==> config.mk <==
export PLATFORM = sky130hd
export DESIGN_NAME = fir_folded_mac
export DESIGN_NICKNAME = d
export VERILOG_FILES = /design/src/rtl/fir_pkg.sv /design/src/rtl/fir_mac_unit.sv /design/src/rtl/fir_folded_mac.sv
export SDC_FILE = /design/constraint.sdc
export NUM_CORES = 1
export LEC_CHECK = 0
export ABC_AREA = 0
export BUFFER_PORTS_ARGS = -buffer_cell sky130_fd_sc_hd__buf_4
export CORE_AREA = 2 2 219 242
export DETAILED_ROUTE_END_ITERATION = 12
export DIE_AREA = 0 0 221 244
export GPL_TIMING_DRIVEN = 0
export SYNTH_ARGS = -nofsm -noshare
export SYNTH_HDL_FRONTEND = slang
export SYNTH_SLANG_ARGS = --single-unit
==> constraint.sdc <==
create_clock -name clk -period 16.4 [get_ports clk]
set_input_delay 3.28 -clock clk [delete_from_list [all_inputs] [get_ports clk]]
set_output_delay 3.28 -clock clk [all_outputs]
set_load 0.03 [all_outputs]
==> src/rtl/fir_pkg.sv <==
// Shared types and helpers for the folded FIR filter.
// State encoding and accumulator width rule.
package fir_pkg;

    typedef enum logic [1:0] {
        IDLE,
        MAC,
        DRAIN,
        OUT
    } fir_state_e;

    function automatic int acc_width(input int d, input int c, input int t);
        return d + c + $clog2(t);
    endfunction

endpackage

==> src/rtl/fir_mac_unit.sv <==
// Registered signed multiplier feeding a full-precision accumulator.
// clr_i zeroes both registers so a stale product never leaks into a new sum.
module fir_mac_unit #(
    parameter int DATA_W = 16,
    parameter int COEF_W = 16,
    parameter int ACC_W  = 35
) (
    input  logic                     clk,
    input  logic                     rst_n,
    input  logic                     clr_i,
    input  logic                     mul_en_i,
    input  logic                     acc_en_i,
    input  logic signed [DATA_W-1:0] a_i,
    input  logic signed [COEF_W-1:0] b_i,
    output logic        [ACC_W-1:0]  acc_o
);

    localparam int PW = DATA_W + COEF_W;

    logic signed [PW-1:0]    prod_q;
    logic signed [ACC_W-1:0] acc_q;
    logic signed [ACC_W-1:0] prod_ext;

    assign prod_ext = {{(ACC_W-PW){prod_q[PW-1]}}, prod_q};

    // Product is one stage ahead of the accumulator.
    always_ff @(posedge clk or negedge rst_n) begin
        if (!rst_n) begin
            prod_q <= '0;
            acc_q  <= '0;
        end else if (clr_i) begin
            prod_q <= '0;
            acc_q  <= '0;
        end else begin
            if (mul_en_i) prod_q <= PW'(a_i) * PW'(b_i);
            if (acc_en_i) acc_q  <= acc_q + prod_ext;
        end
    end

    assign acc_o = acc_q;

endmodule

==> src/rtl/fir_folded_mac.sv <==
// Time-multiplexed N-tap FIR: one shared MAC walks the taps in turn.
// Holds the control FSM, the sample delay line and the coefficient bank.
module fir_folded_mac
    import fir_pkg::*;
#(
    parameter int DATA_W = 16,
    parameter int COEF_W = 16,
    parameter int TAPS   = 6,
    parameter int ACC_W  = acc_width(DATA_W, COEF_W, TAPS)
) (
    input  logic                      clk,
    input  logic                      rst_n,
    input  logic                      coef_we,
    input  logic [$clog2(TAPS)-1:0]   coef_addr,
    input  logic signed [COEF_W-1:0]  coef_data,
    input  logic                      in_valid,
    output logic                      in_ready,
    input  logic signed [DATA_W-1:0]  in_data,
    output logic                      out_valid,
    input  logic                      out_ready,
    output logic [ACC_W-1:0]          out_data,
    output logic                      busy
);

    localparam int AW = $clog2(TAPS);
    localparam logic [AW-1:0] LAST   = AW'(TAPS - 1);
    localparam logic [AW:0]   TAPS_L = (AW+1)'(TAPS);

    fir_state_e state_q, state_d;
    logic [AW-1:0] cnt_q, cnt_d;
    logic signed [DATA_W-1:0] x_q    [TAPS];
    logic signed [COEF_W-1:0] coef_q [TAPS];
    logic accept, mul_en, acc_en, coef_ok;

    assign coef_ok = coef_we && !busy && ({1'b0, coef_addr} < TAPS_L);

    // Next state, tap counter and handshake outputs.
    always_comb begin
        state_d   = state_q;
        cnt_d     = cnt_q;
        in_ready  = 1'b0;
        out_valid = 1'b0;
        busy      = 1'b1;
        mul_en    = 1'b0;
        acc_en    = 1'b0;
        accept    = 1'b0;
        unique case (state_q)
            IDLE: begin
                in_ready = 1'b1;
                busy     = 1'b0;
                if (in_valid) begin
                    accept  = 1'b1;
                    cnt_d   = '0;
                    state_d = MAC;
                end
            end
            MAC: begin
                mul_en = 1'b1;
                acc_en = 1'b1;
                cnt_d  = cnt_q + 1'b1;
                if (cnt_q == LAST) state_d = DRAIN;
            end
            DRAIN: begin
                acc_en  = 1'b1;
                state_d = OUT;
            end
            OUT: begin
                out_valid = 1'b1;
                if (out_ready) state_d = IDLE;
            end
            default: state_d = IDLE;
        endcase
    end

    // State and tap counter registers.
    always_ff @(posedge clk or negedge rst_n) begin
        if (!rst_n) begin
            state_q <= IDLE;
            cnt_q   <= '0;
        end else begin
            state_q <= state_d;
            cnt_q   <= cnt_d;
        end
    end

    // Delay line: slot 0 is the newest sample.
    always_ff @(posedge clk or negedge rst_n) begin
        if (!rst_n) begin
            for (int i = 0; i < TAPS; i++) x_q[i] <= '0;
        end else if (accept) begin
            x_q[0] <= in_data;
            for (int i = 1; i < TAPS; i++) x_q[i] <= x_q[i-1];
        end
    end

    // Coefficient bank; writes only land while idle.
    always_ff @(posedge clk or negedge rst_n) begin
        if (!rst_n) begin
            for (int i = 0; i < TAPS; i++) coef_q[i] <= '0;
        end else if (coef_ok) begin
            coef_q[coef_addr] <= coef_data;
        end
    end

    fir_mac_unit #(
        .DATA_W (DATA_W),
        .COEF_W (COEF_W),
        .ACC_W  (ACC_W)
    ) u_mac (
        .clk      (clk),
        .rst_n    (rst_n),
        .clr_i    (accept),
        .mul_en_i (mul_en),
        .acc_en_i (acc_en),
        .a_i      (x_q[cnt_q]),
        .b_i      (coef_q[cnt_q]),
        .acc_o    (out_data)
    );

endmodule

# Word-level counts from Yosys, hierarchy flattened
# Cells that the tools add are included.
[totals]
rom_bits = 0
reg_bits = 264
mem_count = 0
ram_bits = 0
latchBits = 0
[classes]
mul = 1
div_mod_pow = 0
addsub = 2
muxes = 26
reduce_logical = 10
n_shift = 0
eq_ne = 7
bitwise = 2
n_lt_le_gt_ge = 4
[ops]
columns = ["cell", "n"]
rows = [
  ["binary-select mux 16 bit (select 3 bit)", 2],
  ["bitwise mux 96 bit", 1],
  ["2-to-1 mux 16 bit", 5],
  ["2-to-1 mux 35 bit", 2],
  ["2-to-1 mux 32 bit", 2],
  ["demux 16 bit (select 3 bit)", 1],
  ["adder 35 x 32 -> 35 bit", 1],
  ["multiplier 16 x 16 -> 32 bit", 1],
  [">= comparator 4 bit, second input constant", 2],
  ["NOT 3 -> 4 bit", 2],
  ["one-hot mux 2 bit (4 select lines)", 1],
  ["2-to-1 mux 1 bit", 7],
  ["2-to-1 mux 2 bit", 3],
  ["inequality test 2 bit, second input constant", 3],
  ["one-hot mux 3 bit (2 select lines)", 1],
  ["nonzero test 2 bit", 3],
  ["== test 2 bit, second input constant", 2],
  ["less-than comparator 4 x 1 -> 1 bit, second input constant", 1],
  ["adder 3 x 1 -> 3 bit, second input constant", 1],
  ["== test 3 bit, second input constant", 1],
  ["logical AND 1 bit", 3],
  ["less-than comparator 3 bit, second input constant", 1],
  ["2-to-1 mux 3 bit", 1],
  ["AND reduction 3 bit", 1],
  ["4 further kinds", 4],
]

# Depth between registers and ports, before layout
[logic_depth]
depth_word = 7
ltp_mapped = 31

# By module
# A second synthesis with hierarchy kept.
[hier_totals]
hier_cells = 2173
hier_area_um2 = 23207.3
[by_module_without_submodules]
columns = ["mod", "area_each_um2", "cells_each", "instances"]
rows = [
  ["fir_mac_unit", 14156.1, 1543, 1],
  ["fir_folded_mac", 9051.2, 630, 1],
]

# Worst setup path after synthesis
# Ideal clock, no wire load.
[synth_timing]
path_type = "reg2reg"
startpoint = "register cnt_q[0]"
endpoint = "register u_mac.prod_q[30]"
t_arrival_ps = 7321
setup_time_ps = 83
t_required_ps = 16317
path_slack_ps = 8996
period_less_slack_ps = 7404
stages_incl_launch_ff = 28
cell_sequence = "dfrtp_1 > buf_1 > mux4_2 > a21oi_1 > clkbuf_1 > nor2_1 > fa_1 > inv_1 > fa_1 > fa_1 > inv_1 > fa_1 > fa_1 > inv_1 > fa_1 > inv_1 > ha_1 > clkbuf_1 > nand2_1 > nor2_1 > and3_1 > nand3_1 > a31oi_1 > o31a_1 > o41ai_1 > o21ai_0 > xnor2_1 > o21ai_0"
[synth_via]
elab_chain_cells = 7
[synth_lines]
columns = ["element", "line_no", "text"]
rows = [
  ["start: declaration", "fir_folded_mac.sv:30", "logic [AW-1:0] cnt_q, cnt_d;"],
  ["start signal: assignment", "fir_folded_mac.sv:82", "cnt_q <= cnt_d;"],
  ["NOT 3 -> 4 bit (not written as such) (*)", "fir_folded_mac.sv:115, fir_folded_mac.sv:116", ""],
  ["binary-select mux 16 bit (select 3 bit), on equally long branches", "fir_folded_mac.sv:115, fir_folded_mac.sv:116", ""],
  ["2-to-1 mux 16 bit, on equally long branches (2 in a row)", "fir_folded_mac.sv:115, fir_folded_mac.sv:116", ""],
  ["multiplier 16 x 16 -> 32 bit (*)", "fir_mac_unit.sv:35", "if (mul_en_i) prod_q <= PW'(a_i) * PW'(b_i);"],
  ["2-to-1 mux 32 bit (*)", "fir_mac_unit.sv:35", ""],
  ["2-to-1 mux 32 bit (*)", "fir_mac_unit.sv:31", "end else if (clr_i) begin"],
  ["end signal: assignment", "fir_mac_unit.sv:35", ""],
  ["end: declaration", "fir_mac_unit.sv:20", "logic signed [PW-1:0] prod_q;"],
]
# Every way passes the cells marked *; elsewhere a longest branch is shown, timed or not. The select of a mux whose other input is x is not followed.
# A chain may end at the register's enable or synchronous reset.

# Worst setup path after layout
# Same ends and word-level chain as after synthesis.

==> flow_summary.ini <==
[synth]
synth-seq-area-share_pct = 28.77
syn_inst = 2375
ys_ff_latch = 264
async_reset_ff_share_pct = 100.0
synth.distinct_cells = 70
synth_edf_count = 0
ys_warn_count = 0
post_synth.cell_area_avg_sq_um = 9.668
synth_area_sq_um = 22960
synth_nets = 2800
synthFlopType = dfrtp_1

[place]
post-place-cells = 3122
dp_worst_setup_slack_ps = 7155
hpwlAfterDp_microns = 48640
numPortBuffers = 77
placed_cell_area_sq_um = 24450
finalWeightedCongestion = 0.8722

[floorplanning]
core_sq_um = 51270
dieArea_sq_um = 53920
initial_utilization_pct = 44.78
fp-row-count = 87
boundaryPins = 78
die_w_microns = 221
die_y_microns = 244

[drt]
initialDrtViolationCount = 1110
drt-total-wl_microns = 61410
viasPerCell = 5.346
route.detailed.drc = 0
drtPass1Iterations = 5
post_drt_wl_per_cell_microns = 19.34
antenna_left = 0
vias = 16970

[setup_path]
worst_ep_arrival_time_ps = 9760
crit_type = flip-flop to flip-flop
slowest_delay_ps = 620
crit_path_start_kind = flip-flop
cpMostUsedCell = fa_1
cp.required_ps = 16870
end_kind = flip-flop
worstPathMaxFanout = 10
slowest_stage = a21oi_1

[layout]
nFillCells = 4749
layout-drive-gt1-share_pct = 12.20
area_growth_pct = 11.02
nets = 2913
final_design_area_no_fill_sq_um = 25490
diodes = 0
instances_no_fill = 3175

[clock_tree]
path_clk_slew_ps = 60
cts_tree = built
ctsResizeCount = 0
post-cts-setup-buffer-count = 0
numCtsBuffers = 31
clock_latency_ps = 600
cts_htree_levels = 1
clock-root-buffer = clkbuf_16
clockBufferDepth = 3
hold_buffers = 0
cts_sinks = 264

[timing]
grt_setup_unrepaired = no
min_period_ps = 9281
setup_viol = 0
fmax_ghz = 0.1077
tns_ps = 0
setup_ws_ps = 7119
worst_slew_pin_slew_ps = 1425
fin_skew_ps = 33.00
drv_slew = 0
fin_crit_sh_pct = 56.59
slew_headroom_pct = 5.022
finalHoldViolations = 0

[global_routing]
grt_pass1_wl_microns = 98410
grt_usage_pct = 23.14
grt_max_degree = 120
overflow = 0
grt_pass1_vias = 17830
antenna_found_initial = 1

[status]
outcome = finished clean

[run]
cap_violations = 0

[min_path]
hp-class = flip-flop to flip-flop
[metal layers]
layer,global-route usage (%),wire length (microns),vias to the layer above
met4,5.586,1462,0
met1,30.57,26500,8719
li1,-,-,7811
met5,0,0,-
met2,40.96,31070,358
met3,2.367,2378,84
[stage by stage]
step | utilization [%] | hold slack, ps
4_1_cts | 49.72 | 477.4
6_report | 49.72 | 476.6
2_1_floorplan | - | 445.5
5_1_grt | 49.72 | 496.8
3_3_place_gp | 47.54 | 457.5
3_5_place_dp | 47.69 | 462.3
[registers in the layout, indices dropped and copies added (netlist names)]
name,count
u_mac.acc_o,35
u_mac.prod_q,32
cnt_q,3
x_q,96
coef_q,96
state_q,2
[cell usage after synthesis, drive strengths merged (2+ instances only)]
master  number  share of area, %
nand2      441               7.2
inv        319               5.2
dfrtp      264                29
fa         263                23
nor2       239               3.9
ha         122               6.6
mux2        96               4.7
a21oi       82               1.8
clkbuf      72               1.2
mux2i       69               3.0
o21ai       57               1.3
a21o        41               1.3
xnor2       40               1.5
mux4        32               3.1
nand2b      27              0.74
buf         21              0.53
nand3       21              0.46
xor2        15              0.57
or2         14              0.38
a211oi      13              0.45
nor2b       13              0.35
nor3        13              0.28
o21a        12              0.39
a31oi        7              0.19
and2         7              0.19
nand3b       7              0.23
or3          7              0.19
nand4        6              0.19
o21bai       6              0.20
o31ai        6              0.24
o211ai       5              0.21
nor4b        4              0.15
a31o         3              0.11
and3         3             0.082
o221ai       3              0.11
or3b         3              0.11
a211o        2             0.076
o41ai        2             0.076
or4          2             0.082
[placed cells by master, fill, tap and decap left out, types with 10 or more instances in the layout]
cell       count
nor2b_1       13
clkbuf_8      10
nand3_1       21
a21oi_1       80
a21o_1        40
or2_2         14
nor3_1        13
dfrtp_1      264
mux2_2        96
xnor2_1       40
mux4_2        32
o21a_1        12
ha_1         122
clkbuf_1      75
clkbuf_16     31
nor2_1       239
o21ai_0       50
buf_4         79
nand2b_1      27
xor2_1        15
fa_1         263
buf_1         10
mux2i_1       69
nand2_1      440
a211oi_1      12
inv_1        319
[path summary, 6_finish.rpt]
| kind | depth (start not counted) | slack (ps) | from | to |
|---|---|---|---|---|
| worst max-delay path | 29 | 7120 | cnt_q[0]$_DFFE_PN0P_ | u_mac.prod_q[30]$_DFFE_PN0P_ |
| worst min-delay path | 2 | 480 | x_q[1]$_DFFE_PN0P_ | x_q[1]$_DFFE_PN0P_ |
| worst max register to register | 29 | 7120 | cnt_q[0]$_DFFE_PN0P_ | u_mac.prod_q[30]$_DFFE_PN0P_ |
| worst min register to register | 2 | 480 | x_q[1]$_DFFE_PN0P_ | x_q[1]$_DFFE_PN0P_ |
| max in group asynchronous | 2 | 12800 | rst_n | coef_q[24]$_DFFE_PN0P_ |
| min in group asynchronous | 1 | 2570 | rst_n | u_mac.acc_o[9]$_DFFE_PN0P_ |
[worst max-delay path: cells and delay by family (launching register included)]
family | cells | cell delay (ps)
flops | 1 | 420
fa+ha+maj | 7 | 3320
buf+inv | 8 | 2160
mux | 1 | 240
compound gates | 6 | 2030
simple gates | 6 | 720
xor+xnor | 1 | 240
[cell type report]
| class | instances | area [sq um] | area share, % |
|---|---|---|---|
| multi-input combinational | 1699 | 14770 | 57.94 |
| sequential | 264 | 6606 | 25.92 |
| inverter | 319 | 1197 | 4.697 |
| clock buffer | 44 | 924.6 | 3.627 |
| tap | 667 | 834.6 | 3.274 |
| timing repair buffer | 80 | 648.1 | 2.543 |
| buffer | 93 | 392.9 | 1.541 |
| clock inverter | 9 | 116.4 | 0.4565 |
[cell families after synthesis]
logic type | after synthesis | share of synthesized area (%)
flip-flops | 264 | 28.77
AO/OA/AOI/OAI | 251 | 7.041
adder cells (fa/ha/maj) | 385 | 29.58
multiplexers | 197 | 10.85
buffers and inverters | 412 | 6.926
AND/OR/NAND/NOR | 811 | 14.73
XOR/XNOR | 55 | 2.098
Power is left out: the tool's default activity adds up to more than one toggle a clock period on the data nets, which glitch-free logic cannot reach.
